==> config.mk <==
export PLATFORM = sky130hd
export DESIGN_NAME = input_conditioner
export DESIGN_NICKNAME = d
export VERILOG_FILES = /design/src/rtl/input_conditioner.sv
export SDC_FILE = /design/constraint.sdc
export NUM_CORES = 1
export LEC_CHECK = 0
export CORE_UTILIZATION = 61
export CTS_CLUSTER_DIAMETER = 30
export DETAILED_ROUTE_END_ITERATION = 6
export HOLD_SLACK_MARGIN = 0.08
export PLACE_DENSITY = 0.89
export SYNTH_ARGS = -nofsm -noshare
export SYNTH_HDL_FRONTEND = slang
export SYNTH_SLANG_ARGS = --single-unit
export TNS_END_PERCENT = 30
==> constraint.sdc <==
create_clock -name clk -period 2.26 [get_ports clk]
set_input_delay 0.452 -clock clk [delete_from_list [all_inputs] [get_ports clk]]
set_output_delay 0.452 -clock clk [all_outputs]
set_load 0.01 [all_outputs]
==> src/rtl/input_conditioner.sv <==
// input_conditioner: per-pad synchronizer, counter debouncer and optional
// edge detector between the pad ring and the core input bus.
// Optional feature macro: INPUT_CONDITIONER_EDGE_EN enables the registered
// rise/fall/changed outputs. When it is undefined they are tied to 0.

// One pad: synchronizer chain followed by the debounce counter.
module input_conditioner_lane #(
  parameter int SYNC_STAGES     = 2,
  parameter int DEBOUNCE_CYCLES = 1000
) (
  input  logic clk,
  input  logic rst_n,
  input  logic pad,
  input  logic debounce_en,
  output logic clean
`ifdef INPUT_CONDITIONER_EDGE_EN
  , output logic clean_nxt
`endif
);
  localparam int CNT_W = (DEBOUNCE_CYCLES > 1) ? $clog2(DEBOUNCE_CYCLES) : 1;
  localparam logic [CNT_W-1:0] CNT_MAX = CNT_W'(DEBOUNCE_CYCLES - 1);

  logic [SYNC_STAGES-1:0] sync_q, sync_d;
  logic [CNT_W-1:0]       cnt_q, cnt_d;
  logic                   clean_q, clean_d;
  logic                   sync_bit;

  assign sync_bit = sync_q[SYNC_STAGES-1];

  // Next state: plain shift for the synchronizer. The level is accepted
  // only after it has differed from clean for DEBOUNCE_CYCLES edges.
  always_comb begin
    sync_d  = {sync_q[SYNC_STAGES-2:0], pad};
    cnt_d   = cnt_q;
    clean_d = clean_q;
    if (!debounce_en) begin
      // Bypass mode: follow the synchronizer, and drop any partial count.
      clean_d = sync_bit;
      cnt_d   = '0;
    end else if (sync_bit == clean_q) begin
      cnt_d = '0;
    end else if (cnt_q == CNT_MAX) begin
      clean_d = sync_bit;
      cnt_d   = '0;
    end else begin
      cnt_d = cnt_q + CNT_W'(1);
    end
  end

  // State registers. Reset clears the chain so pad_in is ignored during reset.
  always_ff @(posedge clk) begin
    if (!rst_n) begin
      sync_q  <= '0;
      cnt_q   <= '0;
      clean_q <= 1'b0;
    end else begin
      sync_q  <= sync_d;
      cnt_q   <= cnt_d;
      clean_q <= clean_d;
    end
  end

  assign clean = clean_q;
`ifdef INPUT_CONDITIONER_EDGE_EN
  assign clean_nxt = clean_d;
`endif
endmodule

module input_conditioner #(
  parameter int NUM_INPUTS      = 4,
  parameter int SYNC_STAGES     = 2,
  parameter int DEBOUNCE_CYCLES = 1000
) (
  input  logic                  clk,
  input  logic                  rst_n,
  input  logic [NUM_INPUTS-1:0] pad_in,
  input  logic                  debounce_en,
  output logic [NUM_INPUTS-1:0] clean_out,
  output logic [NUM_INPUTS-1:0] rise,
  output logic [NUM_INPUTS-1:0] fall,
  output logic                  changed
);
`ifdef INPUT_CONDITIONER_EDGE_EN
  logic [NUM_INPUTS-1:0] clean_nxt;
`endif

  for (genvar g = 0; g < NUM_INPUTS; g++) begin : g_lane
    input_conditioner_lane #(
      .SYNC_STAGES    (SYNC_STAGES),
      .DEBOUNCE_CYCLES(DEBOUNCE_CYCLES)
    ) u_lane (
      .clk        (clk),
      .rst_n      (rst_n),
      .pad        (pad_in[g]),
      .debounce_en(debounce_en),
      .clean      (clean_out[g])
`ifdef INPUT_CONDITIONER_EDGE_EN
      , .clean_nxt(clean_nxt[g])
`endif
    );
  end

`ifdef INPUT_CONDITIONER_EDGE_EN
  logic [NUM_INPUTS-1:0] rise_q, rise_d, fall_q, fall_d;
  logic                  changed_q, changed_d;

  // Edges are taken from the lane's next value so the pulses line up with
  // the first cycle clean_out shows the new level.
  always_comb begin
    rise_d    = clean_nxt & ~clean_out;
    fall_d    = ~clean_nxt & clean_out;
    changed_d = |(rise_d | fall_d);
  end

  // Edge pulse registers.
  always_ff @(posedge clk) begin
    if (!rst_n) begin
      rise_q    <= '0;
      fall_q    <= '0;
      changed_q <= 1'b0;
    end else begin
      rise_q    <= rise_d;
      fall_q    <= fall_d;
      changed_q <= changed_d;
    end
  end

  assign rise    = rise_q;
  assign fall    = fall_q;
  assign changed = changed_q;
`else
  assign rise    = '0;
  assign fall    = '0;
  assign changed = 1'b0;
`endif
endmodule
==> flow_summary.json <==
{
  "vias_per_cell": 5.32,
  "period_share": 0.775,
  "peakVddDrop_mv": 0.397,
  "gp_congestion": 0.765,
  "switching_share": 0.213,
  "num_io_pins": 20,
  "overflow": 0,
  "worstPathArrival_ns": 1.93,
  "fin_skew_ns": 0.00561,
  "fin_crit_ns": 1.75,
  "firstDrtPassIters": 5,
  "die_w_um": 63.0,
  "cp.required_ns": 2.44,
  "worst_pin_slew_ns": 0.585,
  "post-cts-setup-buffer-count": 0,
  "status": "finished, final reports clean",
  "internal_power_mw": 1.20,
  "grt_antenna_before_repair": 0,
  "ys_warn_count": 0,
  "final_core_utilization": 0.712,
  "layout.cells.non_filler": 315,
  "rsz0062_at_grt": "no",
  "dieArea_um2": 3970,
  "worstSetupStartpoint": "g_lane[2].u_lane.cnt_q[0]",
  "dieHeight_um": 63.0,
  "synth_top_flop_cell": "dfxtp_1",
  "pre_cts_ws_ns": 0.339,
  "ant_nets": 0,
  "critPathMaxFanout": 5,
  "cts_tree": "yes",
  "grt_max_degree": 16,
  "io_buffers": 10,
  "grt_pass1_wl_um": 6770,
  "finalSetupTns_ns": 0,
  "holdCritStartpoint": "g_lane[1].u_lane.sync_q[0]",
  "placedCellCount": 307,
  "cts_inserted_buffers": 5,
  "start_util": 0.660,
  "power_density_nw_per_um2": 622,
  "max-cap-violations": 0,
  "layout_common_cells": "dfxtp_1 (52), nor2_1 (41), nand3_1 (19)",
  "cts-htree-levels": 2,
  "setup_viol": 0,
  "antenna_cells": 0,
  "synth_seq_cells": 52,
  "hold_buffers": 0,
  "post_drt_wl_per_cell_um": 12.0,
  "cts_resized": 0,
  "grt_pass1_vias": 1584,
  "layout_setup_ws_ns": 0.509,
  "final_common_cell": "dfxtp_1",
  "clk_latency_ns": 0.30,
  "synthesis.area_um2": 2270,
  "clk_pin_slew_ns": 0.09,
  "final_area_um2": 2450,
  "relSlewSlack": 0.606,
  "drc": 0,
  "power_frac_comb": 0.035,
  "vias": 1675,
  "wl_um": 3770,
  "r2r_setup_slack_ns": 0.51,
  "place_hpwl_um": 2780,
  "fill_cells": 245,
  "cts_buffer_depth": 2,
  "layout-drive-gt1-share": 0.0558,
  "rows": 21,
  "yosysSeqAreaShare": 0.458,
  "syn_inst": 258,
  "slew_viol_final": 0,
  "clockPowerShare": 0.353,
  "grtUsageTotal": 0.218,
  "synth_cell_types": 34,
  "r2r-start": "g_lane[2].u_lane.cnt_q[0]",
  "hold_viol_final": 0,
  "dpl_cell_area_um2": 2360,
  "nNetsFinal": 279,
  "avgSynthCellArea_um2": 8.81,
  "worstSetupPathType": "reg2reg",
  "p_seq_frac": 0.612,
  "cts_root_buf": "clkbuf_8",
  "worstSetupStartpointType": "flip-flop",
  "syn2layout_area_growth_pct": 7.82,
  "hold_class": "reg2reg",
  "dr.first_iter.drc_count": 123,
  "fmax_ghz": 0.571,
  "switchingPower_mw": 0.324,
  "p_leak_nw": 0.853,
  "synth_edf_count": 0,
  "cts_sinks": 52,
  "crit_path_end_kind": "flip-flop",
  "core_um2": 3440,
  "async_flop_share": 0
}
==> power by group through the flow <==
stage,registers [mW],logic (mW),clock network (mW)
2_1_floorplan,0.952,0.0482,0
3_3_place_gp,0.953,0.0520,0
3_5_place_dp,0.954,0.0529,0
4_1_cts,0.932,0.0536,0.549
5_1_grt,0.934,0.0597,0.602
6_report,0.932,0.0538,0.538
==> sequential cells by signal, summed over array words and instances, names as in the netlist <==
| signal | flops |
|---|---|
| g_lane.u_lane.clean | 4 |
| g_lane.u_lane.cnt_q | 40 |
| g_lane.u_lane.sync_q | 8 |
==> critical path, stage by stage (launching register included) <==
cell and delay, ns:
dfxtp_1 0.43, ha_1 0.29, nand4_1 0.24, o21ai_0 0.56, nor2_1 0.11
==> cells by family after synthesis <==
kind of cell               count (synthesis)  share of synthesized area
other                                      1                    0.00165
DFF                                       52                      0.458
muxes                                      4                     0.0176
buffers and inverters                     29                     0.0705
and+or+nand+nor                          111                      0.240
AOI/OAI and AO/OA                         33                     0.0980
xor gates and xnor gates                  24                     0.0925
adders and majority gates                  4                     0.0220
==> through the flow <==
stage	total power [mW]	hold WS, ns
final	1.52	0.439
after global routing	1.60	0.454
after CTS	1.54	0.439
after detailed placement	1.01	0.419
after global placement	1.00	0.415
after floorplan	1.00	0.412
==> worst paths after layout <==
kind / endpoint / cells after the start
max reg2reg: g_lane[2].u_lane.cnt_q[3] / 4
min: g_lane[1].u_lane.sync_q[1] / 1
min reg2reg: g_lane[1].u_lane.sync_q[1] / 1
max: g_lane[2].u_lane.cnt_q[3] / 4
==> cell usage after synthesis (7+ instances only) <==
master   instances  area share
nand4_1         11       0.030
buf_4           13       0.043
dfxtp_1         52        0.46
nand3_1         19       0.042
inv_1           13       0.021
nand2_1         15       0.025
and2_1           8       0.022
nor2_1          41       0.068
xnor2_1         11       0.042
o21ai_0          7       0.015
a21oi_1          9       0.020
xor2_1          13       0.050
==> routing by layer <==
metal / part of all wire / GRT usage / vias to the layer above
li1: - / - / 885
met1: 0.48 / 0.261 / 748
met2: 0.45 / 0.351 / 33
met3: 0.042 / 0.0675 / 9
met4: 0.024 / 0.110 / 0
met5: 0 / 0 / -
==> cell type report <==
class / instances / area, um^2 / area share
Clock inverter: 1 / 7.51 / 0.00306
Inverter: 13 / 48.8 / 0.0199
Tap cell: 46 / 57.6 / 0.0235
Sequential cell: 52 / 1040 / 0.425
Timing Repair Buffer: 11 / 108 / 0.0439
Multi-Input combinational cell: 185 / 1100 / 0.449
Clock buffer: 7 / 86.3 / 0.0352
Note: power is estimated with default switching activity, not from simulation.
